<file path="src/rtl/fifo_wr_ctrl.sv">
// Write-side pointer/flag controller for the wrap-bit synchronous FIFO; optional sticky overflow_flag under `FIFO_WR_OVERFLOW_FLAG_EN.
// Latency: wr_en/flags/occupancy are combinational; wr_ptr advances by WPW on the posedge after an accepted write.
// Backpressure: none beyond full_flag; a request while full is dropped (and recorded by overflow_flag when enabled).
module fifo_wr_ctrl #(
  parameter int W_DATA_WIDTH = 16,
  parameter int MEM_WIDTH    = 16,
  parameter int FIFO_DEPTH   = 16,
  parameter int ADDR_WIDTH   = 4,
  parameter int AFULL_MARGIN = 2
) (
  input  logic                  clk,
  input  logic                  reset,
  input  logic                  wr_request,
  input  logic [ADDR_WIDTH:0]   rd_ptr,
  output logic [ADDR_WIDTH:0]   wr_ptr,
  output logic                  wr_en,
  output logic                  full_flag,
  output logic                  almost_full,
  output logic [ADDR_WIDTH:0]   occupancy
`ifdef FIFO_WR_OVERFLOW_FLAG_EN
  ,
  input  logic                  clr_overflow,
  output logic                  overflow_flag
`endif
);

  localparam int WPW      = W_DATA_WIDTH / MEM_WIDTH;
  localparam int AF_WORDS = AFULL_MARGIN * WPW;
  localparam int PW       = ADDR_WIDTH + 1;

  logic [31:0] free_words;

  // Modular subtraction makes the wrap bit distinguish full from empty at equal index.
  assign occupancy   = wr_ptr - rd_ptr;
  assign free_words  = 32'(FIFO_DEPTH) - 32'(occupancy);
  assign full_flag   = free_words < 32'(WPW);
  assign almost_full = full_flag | (free_words <= 32'(AF_WORDS));
  assign wr_en       = wr_request & ~full_flag;

  always_ff @(posedge clk or posedge reset) begin
    if (reset) begin
      wr_ptr <= '0;
    end else if (wr_en) begin
      wr_ptr <= wr_ptr + PW'(WPW);
    end
  end

`ifdef FIFO_WR_OVERFLOW_FLAG_EN
  // A new overflow in the same cycle as a clear keeps the flag set.
  always_ff @(posedge clk or posedge reset) begin
    if (reset) begin
      overflow_flag <= 1'b0;
    end else if (wr_request & full_flag) begin
      overflow_flag <= 1'b1;
    end else if (clr_overflow) begin
      overflow_flag <= 1'b0;
    end
  end
`endif

endmodule

</file>
<file path="config.mk">
export PLATFORM = sky130hd
export DESIGN_NAME = fifo_wr_ctrl
export DESIGN_NICKNAME = d
export VERILOG_FILES = /design/src/rtl/fifo_wr_ctrl.sv
export SDC_FILE = /design/constraint.sdc
export NUM_CORES = 1
export LEC_CHECK = 0
export CAP_MARGIN = 20
export CORE_MARGIN = 2
export CORE_UTILIZATION = 37
export DETAILED_ROUTE_END_ITERATION = 10
export PLACE_DENSITY = 0.83
export SYNTH_ARGS = -nofsm -noshare
export SYNTH_HDL_FRONTEND = slang
export SYNTH_SLANG_ARGS = --single-unit
</file>
<file path="constraint.sdc">
create_clock -name clk -period 2.4 [get_ports clk]
set_input_delay 0.48 -clock clk [delete_from_list [all_inputs] [get_ports clk]]
set_output_delay 0.48 -clock clk [all_outputs]
set_load 0.1 [all_outputs]
</file>
==> results of run 1 <==
[metrics by stage]
| step | TNS, ps | cell area (µm²) | worst slack (ps) | utilization [%] |
|---|---|---|---|---|
| after floorplan | -4455 | 595.6 | -1078 | - |
| after global placement | -5075 | 1010 | -739.7 | 77.60 |
| after detailed placement | -6183 | 1010 | -842.4 | 77.60 |
| after CTS | -1905 | 1152 | -525.6 | 88.56 |
| after global routing | -2658 | 1199 | -611.3 | 92.12 |
| final | -2196 | 1199 | -548.9 | 92.12 |
[layer usage]
layer  vias to the layer above  share of wire [%]
li1                        279                  -
met5                         -                  0
met4                         0                2.9
met3                         7                5.7
met2                        31                 53
met1                       292                 38
[critical path, stage by stage (launching register included)]
cell	delay, ps
dfrtp_4	490
inv_4	60
ha_4	130
inv_2	40
fa_2	360
nand3_4	110
nand3_4	90
a211oi_4	330
a2bb2oi_4	120
o21ai_4	170
clkinvlp_4	130
buf_12	170
[timing repair]
| action | in CTS | in global routing |
|---|---|---|
| pin swaps | 14 | 5 |
| endpoints found under the setup margin | 12 | 9 |
| buffers inserted | 3 | 4 |
| gates resized for setup | 25 | 9 |
[worst paths after layout]
path                       cells past startpoint                  start                     to
min in group clk                               1  wr_ptr[4]$_DFFE_PP0P_  wr_ptr[4]$_DFFE_PP0P_
setup reg to reg                              11  wr_ptr[0]$_DFFE_PP0P_  wr_ptr[1]$_DFFE_PP0P_
setup / recovery                              11  wr_ptr[0]$_DFFE_PP0P_                  wr_en
hold / removal                                 2                  reset  wr_ptr[2]$_DFFE_PP0P_
max in group asynchronous                      2                  reset  wr_ptr[0]$_DFFE_PP0P_
hold reg to reg                                1  wr_ptr[4]$_DFFE_PP0P_  wr_ptr[4]$_DFFE_PP0P_
[area by class of cell]
class / count / area (µm²) / area share, %
multi-input cells: 39 / 525.5 / 43.84
repair buffers: 42 / 444.2 / 37.06
flip-flops and latches: 5 / 132.6 / 11.06
inverters: 11 / 51.30 / 4.280
clock buffers: 4 / 26.28 / 2.192
well taps: 15 / 18.77 / 1.566
[logic make-up after synthesis]
kind of cell | Yosys count | share of synthesized area, %
compound gates | 12 | 19.66
xor+xnor | 6 | 10.07
fa+ha+maj | 8 | 20.62
buf+inv | 11 | 7.914
flops | 5 | 23.98
mux | 1 | 2.877
simple gates | 12 | 14.87
[cells in the final DEF (no fill, tap or decap), types with 2 or more instances in the layout]
master            n
buf_4            23
buf_12            8
inv_2             5
xnor2_1           4
ha_4              4
buf_6             4
inv_1             3
ha_1              3
clkbuf_4          3
dlygate4sd2_1     3
clkdlybuf4s50_1   3
dfrtp_2           3
nand2_2           2
a21oi_2           2
nor2_4            2
nand3_4           2
clkinvlp_4        2
o21ai_2           2
==> flow_summary.yaml, run 1 <==
run_status:
  status: "finished with violations"
  failed_checks: "setup timing"
setup_path:
  crit_type: "reg2out"
  end_kind: "primary output"
  critical_path_required_ps: 1920
  critPathMaxFanout: 3
  crit_path_start_kind: "flop"
  reg2reg_slack_ps: -70
  crit_arrival_ps: 2470
cts:
  clk_pin_slew_ps: 50
  hold_buffers: 0
  clock-sinks: 5
  numCtsBuffers: 3
  clk_latency_ps: 270
  clock_path_buffers: 2
  cts_tree: "done"
  root_buffer: "clkbuf_4"
  cts_max_level: 1
grt:
  grt_busiest_layer: "met2"
  grt_use_met3_pct: 9.130
  grt_pass1_wl_um: 3222
  grt_max_degree: 6
  met2_usage_pct: 45.63
  antenna_found_initial: 0
  grt_usage_pct: 25.36
  grt_pass1_vias: 678
  grtUsageMet1_pct: 27.91
  grt-ovfl-total: 0
synthesis:
  synth_nets: 71
  synth_top_area_share_pct: 23.98
  synth_most_common_cell: "inv_1"
  yosys-top-cells-count: "inv_1, ha_1, dfrtp_1, xnor2_1, a21oi_1"
  syn_area_per_cell_um2: 9.486
  synth_area_leaders: "dfrtp_1, ha_1, xnor2_1"
  synth_area_um2: 521.8
  yosys_register_bits: 5
  yosysTopAreaCell: "dfrtp_1"
  synthDistinctLibCells: 27
  syn_inst: 55
  yosysWarnings: 0
  yosys_most_used_dff: "dfrtp_1"
  synthArstFlopShare_pct: 100.0
  synth_edf_count: 0
  ys_seq_area_share_pct: 23.98
detailed_routing:
  drc: 0
  final_antenna_net_count: 0
  firstDrtPassIters: 4
  vias_per_cell: 5.250
  avgRoutedWirePerCell_um: 18.72
  vias: 609
  drt_iter0_markers: 12
  postRouteWirelength_um: 2172
cells_and_area:
  finalNetCount: 118
  largest_reg_flops: 5
  reg.largest.list: "wr_ptr x5"
  fillers: 48
  drive_gt1_share_pct: 75.25
  fin_cells: 116
  antennaDiodeCount: 0
  top_register: "wr_ptr"
  synthToLayoutAreaGrowth_pct: 129.7
placed_design:
  place.gp.congestion: 0.7762
  place_hpwl_um: 1419
  place_inst: 107
  io_buffers: 20
die:
  coreArea_mm2: 0.001301
  initial_core_util_pct: 40.10
  num_rows: 13
  die-area_mm2: 0.001726
  boundaryPins: 21
  dieWidth_um: 41.55
  die_y_um: 41.55
sta:
  finalCriticalPeriod_ps: 2949
  hold_viol: 0
  drv_slew: 0
  grt_setup_unrepaired: "yes"
  layout_setup_ws_ps: -548.9
  holdWs_ps: 453.5
  maxSlewHeadroom_pct: 74.41
  min_period_over_period_pct: 122.9
  final-setup-viol-count: 7
  max_slew.worst_pin.slew_ps: 382.5
  fin_skew_ps: 5.622
  max_freq_mhz: 339.1
run:
  drv_cap: 0
min_path:
  hp-class: "in2async"
Power of run 1 is not shown: default switching activity piles up to over one toggle a cycle in this logic, so the estimate is an artifact.
==> run 2: changes to the inputs <==
--- a/config.mk
+++ b/config.mk
@@ -10,6 +10,7 @@
 export CORE_UTILIZATION = 37
 export DETAILED_ROUTE_END_ITERATION = 10
 export PLACE_DENSITY = 0.83
+export RECOVER_POWER = 25
 export SYNTH_ARGS = -nofsm -noshare
 export SYNTH_HDL_FRONTEND = slang
 export SYNTH_SLANG_ARGS = --single-unit
==> run 2 against run 1 <==
  * The flow still finishes with violations (setup timing)
  * Via count did not move
  * Global-route usage unchanged
  * Register-to-register slack hardly changed
  * Highest routed layer unchanged
==> flow_summary.yaml, run 2 (same netlist as run 1, synthesis figures left out) <==
grt:
  grt_max_degree: 6
  antenna_found_initial: 0
  grt_pass1_vias: 678
  grt_usage_pct: 25.36
  grt_pass1_wl_um: 3222
  grt-ovfl-total: 0
cts:
  clock_path_buffers: 2
  root_buffer: "clkbuf_4"
  clk_pin_slew_ps: 50
  numCtsBuffers: 3
  cts_max_level: 1
  cts_tree: "done"
  clock-sinks: 5
  clk_latency_ps: 270
cells_and_area:
  final_cell_mix: "buf_4, buf_12, inv_2"
  synthToLayoutAreaGrowth_pct: 129.7
  finalNetCount: 118
  final_util_pct: 92.12
  final_common_cell: "buf_4"
  largest_reg_flops: 5
  antennaDiodeCount: 0
  drive_gt1_share_pct: 75.25
  reg.largest.list: "wr_ptr x5"
  top_register: "wr_ptr"
setup_path:
  end_kind: "primary output"
  critPathMaxFanout: 3
  critical_path_required_ps: 1920
  crit_arrival_ps: 2470
  reg2reg_slack_ps: -70
  crit_type: "reg2out"
  crit_path_start_kind: "flop"
sta:
  grt_setup_unrepaired: "yes"
  layout_setup_ws_ps: -548.8
  min_period_over_period_pct: 122.9
  max_slew.worst_pin.slew_ps: 382.5
  final-setup-viol-count: 7
  max_freq_mhz: 339.1
  fin_skew_ps: 5.622
  hold_viol: 0
  drv_slew: 0
  finalCriticalPeriod_ps: 2949
  maxSlewHeadroom_pct: 74.41
detailed_routing:
  postRouteWirelength_um: 2171
  vias_per_cell: 5.250
  drc: 0
  drt_iter0_markers: 12
  final_antenna_net_count: 0
  vias: 609
  firstDrtPassIters: 4
  avgRoutedWirePerCell_um: 18.72
run_status:
  status: "finished with violations"
  failed_checks: "setup timing"
min_path:
  hp-class: "reg2reg"
die:
  initial_core_util_pct: 40.10
  dieWidth_um: 41.55
  boundaryPins: 21
  die-area_mm2: 0.001726
  die_y_um: 41.55
  num_rows: 13
  coreArea_mm2: 0.001301
placed_design:
  place_hpwl_um: 1419
  place.gp.congestion: 0.7762
  io_buffers: 20
run:
  drv_cap: 0
-- run 2: worst paths after layout --
| check | to | depth (start not counted) | startpoint |
|---|---|---|---|
| worst min-delay path | wr_ptr[4]$_DFFE_PP0P_ | 1 | wr_ptr[4]$_DFFE_PP0P_ |
| min in group asynchronous | wr_ptr[2]$_DFFE_PP0P_ | 2 | reset |
| worst min register to register | wr_ptr[4]$_DFFE_PP0P_ | 1 | wr_ptr[4]$_DFFE_PP0P_ |
| worst max-delay path | wr_en | 11 | wr_ptr[0]$_DFFE_PP0P_ |
| worst max register to register | wr_ptr[1]$_DFFE_PP0P_ | 11 | wr_ptr[0]$_DFFE_PP0P_ |
| max in group asynchronous | wr_ptr[0]$_DFFE_PP0P_ | 2 | reset |
-- run 2: layout make-up --
type                            count  area [µm²]
Sequential cell                     5       132.6
Inverter                           11       51.30
Multi-Input combinational cell     39       525.5
Clock buffer                        4       26.28
Fill cell                          48       102.6
Tap cell                           15       18.77
Timing Repair Buffer               42       444.2
-- run 2: metrics by stage --
stage	hold slack [ps]	std cells	area, µm²	setup TNS, ps	setup WS [ps]
floorplan	258.3	55	595.6	-4455	-1078
global placement	509.3	107	1010	-5075	-739.7
detailed placement	516.2	107	1010	-6183	-842.4
CTS	447.9	113	1152	-1905	-525.6
global route	569.5	116	1199	-2658	-611.3
finish	542.2	116	1199	-2195	-548.8
-- run 2: timing repair --
item | CTS | global route
hold buffers | 0 | 0
cloned | 0 | 0
setup buffers | 3 | 4
resized for setup | 25 | 9
pin swaps | 14 | 5
setup endpoints to repair | 12 | 9
-- run 2: layer usage --
metal / share of wire (%) / global-route usage (%) / up-vias / wire length (µm)
li1: - / - / 279 / -
met1: 38 / 27.91 / 292 / 826
met2: 53 / 45.63 / 31 / 1157
met3: 5.7 / 9.130 / 7 / 124
met4: 2.9 / 6.452 / 0 / 63
met5: 0 / 0 / - / 0
-- run 2: critical path, cell delays in order, from the launching register on --
cell and delay, ps:
dfrtp_4 490, inv_4 60, ha_4 130, inv_2 40
fa_2 360, nand3_4 110, nand3_4 90, a211oi_4 330
a2bb2oi_4 120, o21ai_4 170, clkinvlp_4 130, buf_12 170
Power of run 2 is left out for the same reason.
==> run 3: changes to the inputs <==
--- a/config.mk
+++ b/config.mk
@@ -9,6 +9,7 @@
 export CORE_MARGIN = 2
 export CORE_UTILIZATION = 37
 export DETAILED_ROUTE_END_ITERATION = 10
+export GPL_TIMING_DRIVEN = 0
 export PLACE_DENSITY = 0.83
 export RECOVER_POWER = 25
 export SYNTH_ARGS = -nofsm -noshare
==> constraint.sdc (replaced) <==
create_clock -name clk -period 2.4 [get_ports clk]
set_input_delay 0.24 -clock clk [delete_from_list [all_inputs] [get_ports clk]]
set_output_delay 0.24 -clock clk [all_outputs]
set_load 0.1 [all_outputs]
==> run 3 against run 2 <==
  * The flow still finishes with violations (setup timing)
  * Hold slack lost 190 ps
  * First-iteration DRC count decreased by 67%
  * Sequential share of layout area grew 2.6 points
  * Count of clock-buffer cells in the layout did not move
  * Critical path type unchanged
  * Largest cell class unchanged
  * Highest routed layer is now met3
==> flow_summary.yaml, run 3 (same netlist as run 1, synthesis figures left out) <==
setup_path:
  cpMostUsedCell: "inv_2"
  r2r.worst_path.cells: 12
  crit_type: "reg2out"
  reg2reg_to: "wr_ptr[1]$_DFFE_PP0P_"
  critical_path_required_ps: 2160
  crit_arrival_ps: 2380
  timing.critical_path.slowest_stage_cell: "dfrtp_4"
  crit_chain: "inv_2 > ha_4 > inv_2 > fa_2 > nand3_4 > a21o_2 > nand4_1 > a2bb2oi_4 > o21ai_4 > clkinvlp_4 > buf_12"
  cp_top_family: "compound AO/OA/AOI/OAI gates"
  path_buf_inv: 4
  critPathMaxFanout: 3
  end_kind: "primary output"
  crit_path_start_kind: "flop"
  r2r-start: "wr_ptr[0]$_DFFE_PP0P_"
  crit_path_max_incr_delay_ps: 460
  reg2reg_slack_ps: -80
detailed_routing:
  postRouteWirelength_um: 1293
  vias: 505
  avgRoutedWirePerCell_um: 12.80
  firstDrtPassIters: 3
  final_antenna_net_count: 0
  drt_iter0_markers: 4
  vias_per_cell: 5.000
  drc: 0
sta:
  final-setup-viol-count: 4
  max_freq_mhz: 381.3
  layout_setup_ws_ps: -222.4
  finalCriticalPeriod_ps: 2622
  drv_slew: 0
  fin_skew_ps: 1.533
  min_period_over_period_pct: 109.3
  max_slew.worst_pin.slew_ps: 966.1
  maxSlewHeadroom_pct: 35.39
  grt_setup_unrepaired: "yes"
  hold_viol: 0
cts:
  numCtsBuffers: 3
  clock_path_buffers: 2
  clk_pin_slew_ps: 40
  cts_tree: "done"
  cts_max_level: 1
  root_buffer: "clkbuf_4"
  clock-sinks: 5
  clk_latency_ps: 240
placed_design:
  place_hpwl_um: 957.2
  place_inst: 90
  io_buffers: 20
  place.gp.congestion: 0.7280
grt:
  grt_max_degree: 7
  grt_pass1_wl_um: 2187
  antenna_found_initial: 0
  grt_pass1_vias: 536
  grt-ovfl-total: 0
  grt_usage_pct: 16.30
die:
  num_rows: 13
  die_y_um: 41.55
  coreArea_mm2: 0.001301
  boundaryPins: 21
  initial_core_util_pct: 40.10
  dieWidth_um: 41.55
  die-area_mm2: 0.001726
run:
  drv_cap: 0
cells_and_area:
  fillers: 101
  final_util_pct: 74.42
  reg.largest.list: "wr_ptr x5"
  final_cell_mix: "clkdlybuf4s50_1, inv_1, buf_4"
  drive_gt1_share_pct: 53.49
  final_common_cell: "clkdlybuf4s50_1"
  top_register: "wr_ptr"
  regArea_um2: 132.6
  synthToLayoutAreaGrowth_pct: 85.61
  finalNetCount: 103
  fin_cells: 101
  antennaDiodeCount: 0
  largest_reg_flops: 5
  multiInputGateArea_um2: 480.5
min_path:
  hp-class: "in2async"
run_status:
  failed_checks: "setup timing"
  status: "finished with violations"
==> run 3: cell count changes in the layout (fill, tap and decap cells not counted), moves of 2 or more <==
| cell | delta |
|---|---|
| buf_12 | -5 |
| buf_2 | +3 |
| buf_4 | -17 |
| buf_6 | -3 |
| clkdlybuf4s50_1 | +9 |
| dlygate4sd2_1 | -2 |
| inv_1 | +4 |
| inv_2 | -2 |
| o21ai_2 | -2 |
==> run 3: final cells by class <==
type / count / share of cell area, %
multi-input combinational: 39 / 49.61
tap: 15 / 1.938
clock buffer: 4 / 2.713
sequential: 5 / 13.70
timing repair buffer: 27 / 27.39
inverter: 11 / 4.651
==> run 3: worst reg2reg max path, delay by kind of cell, from the launching register on <==
kind	cells	cell delay (ps)
buf+inv	4	330
flops	1	460
simple gates	2	240
mux	1	280
compound gates	3	550
fa+ha+maj	2	480
==> run 3: how the worst max path moves through the flow <==
stage,startpoint,to,slack (ps),cells past startpoint
floorplan,wr_ptr[0]$_DFFE_PP0P_,almost_full,-840,9
CTS,wr_ptr[0]$_DFFE_PP0P_,wr_en,-230,11
detailed placement,rd_ptr[0],almost_full,-1270,11
global placement,rd_ptr[0],almost_full,-1240,11
global route,wr_ptr[0]$_DFFE_PP0P_,wr_en,-330,11
finish,wr_ptr[0]$_DFFE_PP0P_,wr_en,-220,11
==> run 3: per-layer routing <==
layer	up-vias	wire (µm)	global-route usage [%]
li1	250	-	-
met1	240	518	16.80
met2	15	723	32.19
met3	0	50	2.609
met4	0	0	5.806
met5	-	0	0
==> run 3: what timing repair did <==
| item | in CTS | in global routing |
|---|---|---|
| hold buffers | 0 | 0 |
| buffers inserted | 3 | 4 |
| endpoints found under the hold margin | 0 | 0 |
| pin swaps | 7 | 7 |
| endpoints found under the setup margin | 9 | 8 |
| resized for setup | 45 | 15 |
==> run 3: per-stage QoR <==
stage                     cell area, µm²  hold WS (ps)  setup WS [ps]  TNS, ps
after detailed placement           802.0         465.1          -1272    -6826
after global routing               968.4         359.3         -329.5    -1010
final                              968.4         353.4         -222.4   -581.1
after CTS                          903.4         207.8         -230.4   -714.8
after floorplan                    583.1         18.34         -838.5    -3701
after global placement             802.0         454.5          -1237    -6506
Power of run 3 is left out for the same reason.
